==> config.mk <==
export PLATFORM = sky130hd
export DESIGN_NAME = m_frame_scheduler
export DESIGN_NICKNAME = d
export VERILOG_FILES = /design/src/rtl/m_frame_scheduler.sv
export SDC_FILE = /design/constraint.sdc
export NUM_CORES = 1
export LEC_CHECK = 0
export BUFFER_PORTS_ARGS = -buffer_cell sky130_fd_sc_hd__buf_2
export CORE_AREA = 2 2 93 131
export DETAILED_ROUTE_END_ITERATION = 8
export DIE_AREA = 0 0 95 133
export REMOVE_ABC_BUFFERS = 1
export SLEW_MARGIN = 20
export SYNTH_ARGS = -nofsm -noshare
export SYNTH_HDL_FRONTEND = slang
export SYNTH_SLANG_ARGS = --single-unit
==> constraint.sdc <==
create_clock -name clock -period 2.3 [get_ports clock]
set_input_delay 0.345 -clock clock [delete_from_list [all_inputs] [get_ports clock]]
set_output_delay 0.345 -clock clock [all_outputs]
set_load 0.01 [all_outputs]
==> src/rtl/m_frame_scheduler.sv <==
// Frame scheduler for a tile/sprite video pipeline.
// Steps the background fill, game logic and sprite renderer units once per
// frame tick. Each unit gets a watchdog so a unit that never reports done
// cannot hang the pipeline. Sticky flags record overrun and timeout events.
module m_frame_scheduler #(
  parameter int TICK_DIV = 833333,
  parameter int TIMEOUT  = 65535
) (
  input  logic        clock,
  input  logic        resetn,
  input  logic        start,
  input  logic        pause,
  input  logic        clr_err,
  input  logic        bg_done,
  input  logic        logic_done,
  input  logic        rend_done,
  output logic        bg_en,
  output logic        logic_en,
  output logic        rend_en,
  output logic        frame_tick,
  output logic [15:0] frame_count,
  output logic        overrun,
  output logic        timeout_err,
  output logic        busy,
  output logic [2:0]  state
);

  localparam int TICK_W = (TICK_DIV > 1) ? $clog2(TICK_DIV) : 1;
  localparam int WD_W   = (TIMEOUT > 1) ? $clog2(TIMEOUT) : 1;
  localparam logic [TICK_W-1:0] TICK_LAST = TICK_W'(TICK_DIV - 1);
  // Watchdog holds 0 in the first cycle of a unit, so the last allowed
  // cycle sees TIMEOUT-1.
  localparam logic [WD_W-1:0]   WD_LAST   = WD_W'(TIMEOUT - 1);

  typedef enum logic [2:0] {
    S_IDLE      = 3'd0,
    S_BG_FILL   = 3'd1,
    S_WAIT_TICK = 3'd2,
    S_LOGIC     = 3'd3,
    S_RENDER    = 3'd4
  } state_t;

  state_t              state_q, state_d;
  logic [TICK_W-1:0]   tick_cnt_q, tick_cnt_d;
  logic [WD_W-1:0]     wdog_q, wdog_d;
  logic                pending_q, pending_d;
  logic [15:0]         frame_count_q, frame_count_d;
  logic                overrun_q, overrun_d;
  logic                timeout_q, timeout_d;

  logic                unit_active;
  logic                wd_expire;
  logic                frame_inc;
  logic                timeout_set;
  logic                overrun_set;

  // Outputs decode straight from registers so reset drops them at once.
  assign frame_tick  = (tick_cnt_q == TICK_LAST);
  assign unit_active = (state_q == S_BG_FILL) || (state_q == S_LOGIC) ||
                       (state_q == S_RENDER);
  assign wd_expire   = (wdog_q == WD_LAST);

  assign bg_en       = (state_q == S_BG_FILL);
  assign logic_en    = (state_q == S_LOGIC);
  assign rend_en     = (state_q == S_RENDER);
  assign busy        = unit_active;
  assign state       = state_q;
  assign frame_count = frame_count_q;
  assign overrun     = overrun_q;
  assign timeout_err = timeout_q;

  // Free-running tick divider, independent of the sequencer state.
  always_comb begin
    tick_cnt_d = (tick_cnt_q == TICK_LAST) ? '0 : tick_cnt_q + TICK_W'(1);
  end

  // Next-state logic: a unit's done only matters in that unit's own state,
  // and a done in the expiry cycle wins over the watchdog.
  always_comb begin
    // NOTE: every output of a combinational block gets a default first so
    // no path leaves it unassigned, which would infer a latch.
    state_d     = state_q;
    frame_inc   = 1'b0;
    timeout_set = 1'b0;
    case (state_q)
      S_IDLE: begin
        if (start) state_d = S_BG_FILL;
      end
      S_BG_FILL: begin
        if (bg_done) begin
          state_d = S_WAIT_TICK;
        end else if (wd_expire) begin
          state_d     = S_WAIT_TICK;
          timeout_set = 1'b1;
        end
      end
      S_WAIT_TICK: begin
        if (!start) begin
          state_d = S_IDLE;
        end else if (pause) begin
          state_d = S_WAIT_TICK;
        end else if (frame_tick || pending_q) begin
          state_d = S_LOGIC;
        end
      end
      S_LOGIC: begin
        if (logic_done) begin
          state_d = S_RENDER;
        end else if (wd_expire) begin
          state_d     = S_WAIT_TICK;
          timeout_set = 1'b1;
        end
      end
      S_RENDER: begin
        if (rend_done) begin
          state_d   = S_WAIT_TICK;
          frame_inc = 1'b1;
        end else if (wd_expire) begin
          state_d     = S_WAIT_TICK;
          timeout_set = 1'b1;
        end
      end
      default: state_d = S_IDLE;
    endcase
  end

  // Pending tick, watchdog, frame counter and sticky error flags.
  always_comb begin
    pending_d   = pending_q;
    overrun_set = 1'b0;
    // Ticks landing while a unit runs are remembered once; a second one is
    // an overrun. Ticks in WAIT_TICK are either consumed or discarded.
    if (unit_active && frame_tick) begin
      overrun_set = pending_q;
      pending_d   = 1'b1;
    end
    if ((state_d != state_q) && ((state_d == S_LOGIC) || (state_d == S_IDLE))) begin
      pending_d = 1'b0;
    end

    if (state_d != state_q) begin
      wdog_d = '0;
    end else if (unit_active) begin
      wdog_d = wdog_q + WD_W'(1);
    end else begin
      wdog_d = '0;
    end

    frame_count_d = frame_count_q + {15'd0, frame_inc};

    // A set event in the same cycle beats clr_err.
    overrun_d = overrun_set ? 1'b1 : (clr_err ? 1'b0 : overrun_q);
    timeout_d = timeout_set ? 1'b1 : (clr_err ? 1'b0 : timeout_q);
  end

  // State register with asynchronous active-low reset.
  always_ff @(posedge clock or negedge resetn) begin
    if (!resetn) begin
      state_q       <= S_IDLE;
      tick_cnt_q    <= '0;
      wdog_q        <= '0;
      pending_q     <= 1'b0;
      frame_count_q <= '0;
      overrun_q     <= 1'b0;
      timeout_q     <= 1'b0;
    end else begin
      // NOTE: non-blocking assignments here so every flop samples the
      // values from before this edge, independent of statement order.
      state_q       <= state_d;
      tick_cnt_q    <= tick_cnt_d;
      wdog_q        <= wdog_d;
      pending_q     <= pending_d;
      frame_count_q <= frame_count_d;
      overrun_q     <= overrun_d;
      timeout_q     <= timeout_d;
    end
  end

endmodule

==> results.yml <==
run:
  cap_violations: 0
synth:
  yosysTopAreaCell: "dfrtp_1"
  synth_cell_types: 43
  ys_ff_latch: 58
  synth_area_sq_mm: 0.00283
  syn_inst: 278
  synth_most_common_cell: "dfrtp_1"
  syn_area_per_cell_sq_um: 10.2
  async_reset_ff_frac: 1.00
  ys_top_cells_by_count: "58 x dfrtp_1, 43 x nor2_1, 27 x xnor2_1"
  synth.top_cell.area_share: 0.513
  synthTopCellsByArea: "dfrtp_1 51%, xnor2_1 8.4%, xor2_1 6.2%"
  synth_edf_count: 0
  ys.warnings.count: 0
  ys_seq_area_frac: 0.513
  synth_ff_type: "dfrtp_1"
worst_hold_path:
  hp-class: "primary input to async pin"
layout:
  nets: 339
  fillers: 1190
  final_layout_size_suffix_gt1_frac: 0.194
  syn2layout_area_growth_pct: 23.8
  antenna_cells: 0
route:
  route.met2.wl_um: 2750
  finalWirelength_um: 5900
  num_vias: 2123
  wl_met3_um: 367
  drtIter0Drc: 66
  drc_errors: 0
  wl_met1_um: 2650
  antenna_left: 0
  dr.pass1.iters: 4
  vias_per_cell: 4.45
  wl_per_cell_um: 12.4
  top_layer: "met4"
die:
  die_area_sq_mm: 0.0126
  start_util: 0.244
  die_w_um: 95
  num_rows: 47
  core_area_sq_mm: 0.0116
  pin_count: 34
  die_h_um: 133
critical_path:
  max_stage_delay_ps: 390
  reg2reg_setup_slack_ps: 220
  r2r_start: "state[0]"
  required_ps: 2510
  startpoint_type: "flip-flop"
  crit_fanout: 5
  cp-startpoint: "state[0]"
  slowest_stage: "dfrtp_1"
  worstSetupPathType: "flip-flop to flip-flop"
  cp.arrival_ps: 2300
  worstPathCellList: "nand2b_1 > nor2_1 > and2_1 > ha_1 > ha_2 > nand2_1 > nor2_1 > nand2_1 > xnor2_1"
  critPathCaptureType: "flip-flop"
clock_tree:
  cts_max_level: 3
  cts_sinks: 58
  cts_root_buf: "clkbuf_16"
  holdBufCountCts: 0
  cts_inserted_buffers: 9
  clk_latency_ps: 330
  clk_path_buf_depth: 2
  cts_tree: "built"
  clk_pin_slew_ps: 50
grt:
  grt_start_max_net_pins: 59
  antenna_found_initial: 0
  overflow: 0
  grt_usage: 0.103
  grt_pass1_wl_um: 10100
  grt_pass1_vias: 2129
sta:
  hold_viol_final: 0
  tns_ps: 0
  whs_ps: 159
  max_freq_mhz: 480
  worst_pin_slew_ps: 731
  rsz0062_at_grt: "no"
  maxSlewViolCount: 0
  layout_min_cycle_time_ps: 2080
  slew_headroom: 0.512
  setup_viol: 0
  fin_crit_sh: 0.906
  finClkSkew_ps: 5.60
placement:
  gp_congestion: 0.803
  dp_hpwl_um: 4160
  port_buffers: 33
power:
  total_leakage_power_nw: 1.62
  ir_drop_mv: 0.443
  powerDensity_mw_per_mm2: 827
outcome:
  status: "completed"
==> worst paths after layout <==
check | end | cells past startpoint
worst max-delay path | frame_count[14] | 9
max in group asynchronous | state[2] | 2
min in group clock | timeout_err | 2
worst min register to register | frame_count[15] | 1
worst max register to register | frame_count[14] | 9
worst min-delay path | frame_count[10] | 2
==> cell usage in the layout (no fill, tap or decap), types with 9 or more instances in the layout <==
| cell | n |
|---|---|
| buf_2 | 33 |
| clkbuf_16 | 9 |
| dfrtp_1 | 57 |
| inv_1 | 9 |
| nand2_1 | 18 |
| nand3_1 | 25 |
| nor2_1 | 43 |
| xnor2_1 | 27 |
| xor2_1 | 20 |
==> timing repair <==
action,in CTS,in global routing
pin swaps,1,0
setup buffers,1,0
setup endpoints to repair,1,4
gates resized for setup,0,2
==> final cells by class <==
cell class,instances,area [sq um],share of cell area
inverter,9,33.8,0.00964
multi-input combinational,206,1320,0.377
sequential,58,1450,0.414
clock inverter,5,55.1,0.0157
tap,147,184,0.0525
timing repair buffer,41,225,0.0643
clock buffer,11,233,0.0664
==> per-layer routing <==
metal	global-route usage	up-vias
met4	0.0580	0
met3	0.0399	9
met5	0	-
li1	-	1039
met1	0.123	1030
met2	0.157	45
==> worst max-delay path, delay by kind of cell, from the launching register on <==
kind | cells | cell delay [ps]
AND/OR/NAND/NOR | 6 | 960
adder cells (fa/ha/maj) | 2 | 500
flip-flops | 1 | 390
XOR/XNOR | 1 | 120
==> metrics by stage <==
stage	setup slack (ps)	instances	power [W]	utilization	instance area (sq um)
2_1_floorplan	90.9	273	0.00144	-	2800
3_3_place_gp	139	460	0.00162	0.277	3210
3_5_place_dp	138	460	0.00163	0.277	3210
4_1_cts	107	477	0.00295	0.302	3500
5_1_grt	7.09	477	0.00305	0.303	3500
6_report	216	477	0.00290	0.303	3500
==> state kept, by name (all words and copies together), names as in the netlist <==
signal / flops
timeout_err: 1
frame_count: 16
tick_cnt_q: 20
overrun: 1
state: 3
pending_q: 1
wdog_q: 16
==> cells by family (layout without fill, tap and decap cells) <==
group / after synthesis / after routing / share of synthesized area
XOR/XNOR: 47 / 47 / 0.145
AND/OR/NAND/NOR: 130 / 130 / 0.235
buffers and inverters: 14 / 66 / 0.0216
AO/OA/AOI/OAI: 23 / 23 / 0.0592
flip-flops: 58 / 58 / 0.513
adder cells (fa/ha/maj): 6 / 6 / 0.0265
==> report_power, final <==
part / internal [W] / total (W) / switching [W]
logic: 0.000201 / 0.000490 / 0.000289
registers: 0.00106 / 0.00111 / 0.0000499
clock network: 0.000833 / 0.00129 / 0.000461
total: 0.00210 / 0.00290 / 0.000799
No activity file was read; power rests on OpenSTA's default activity.
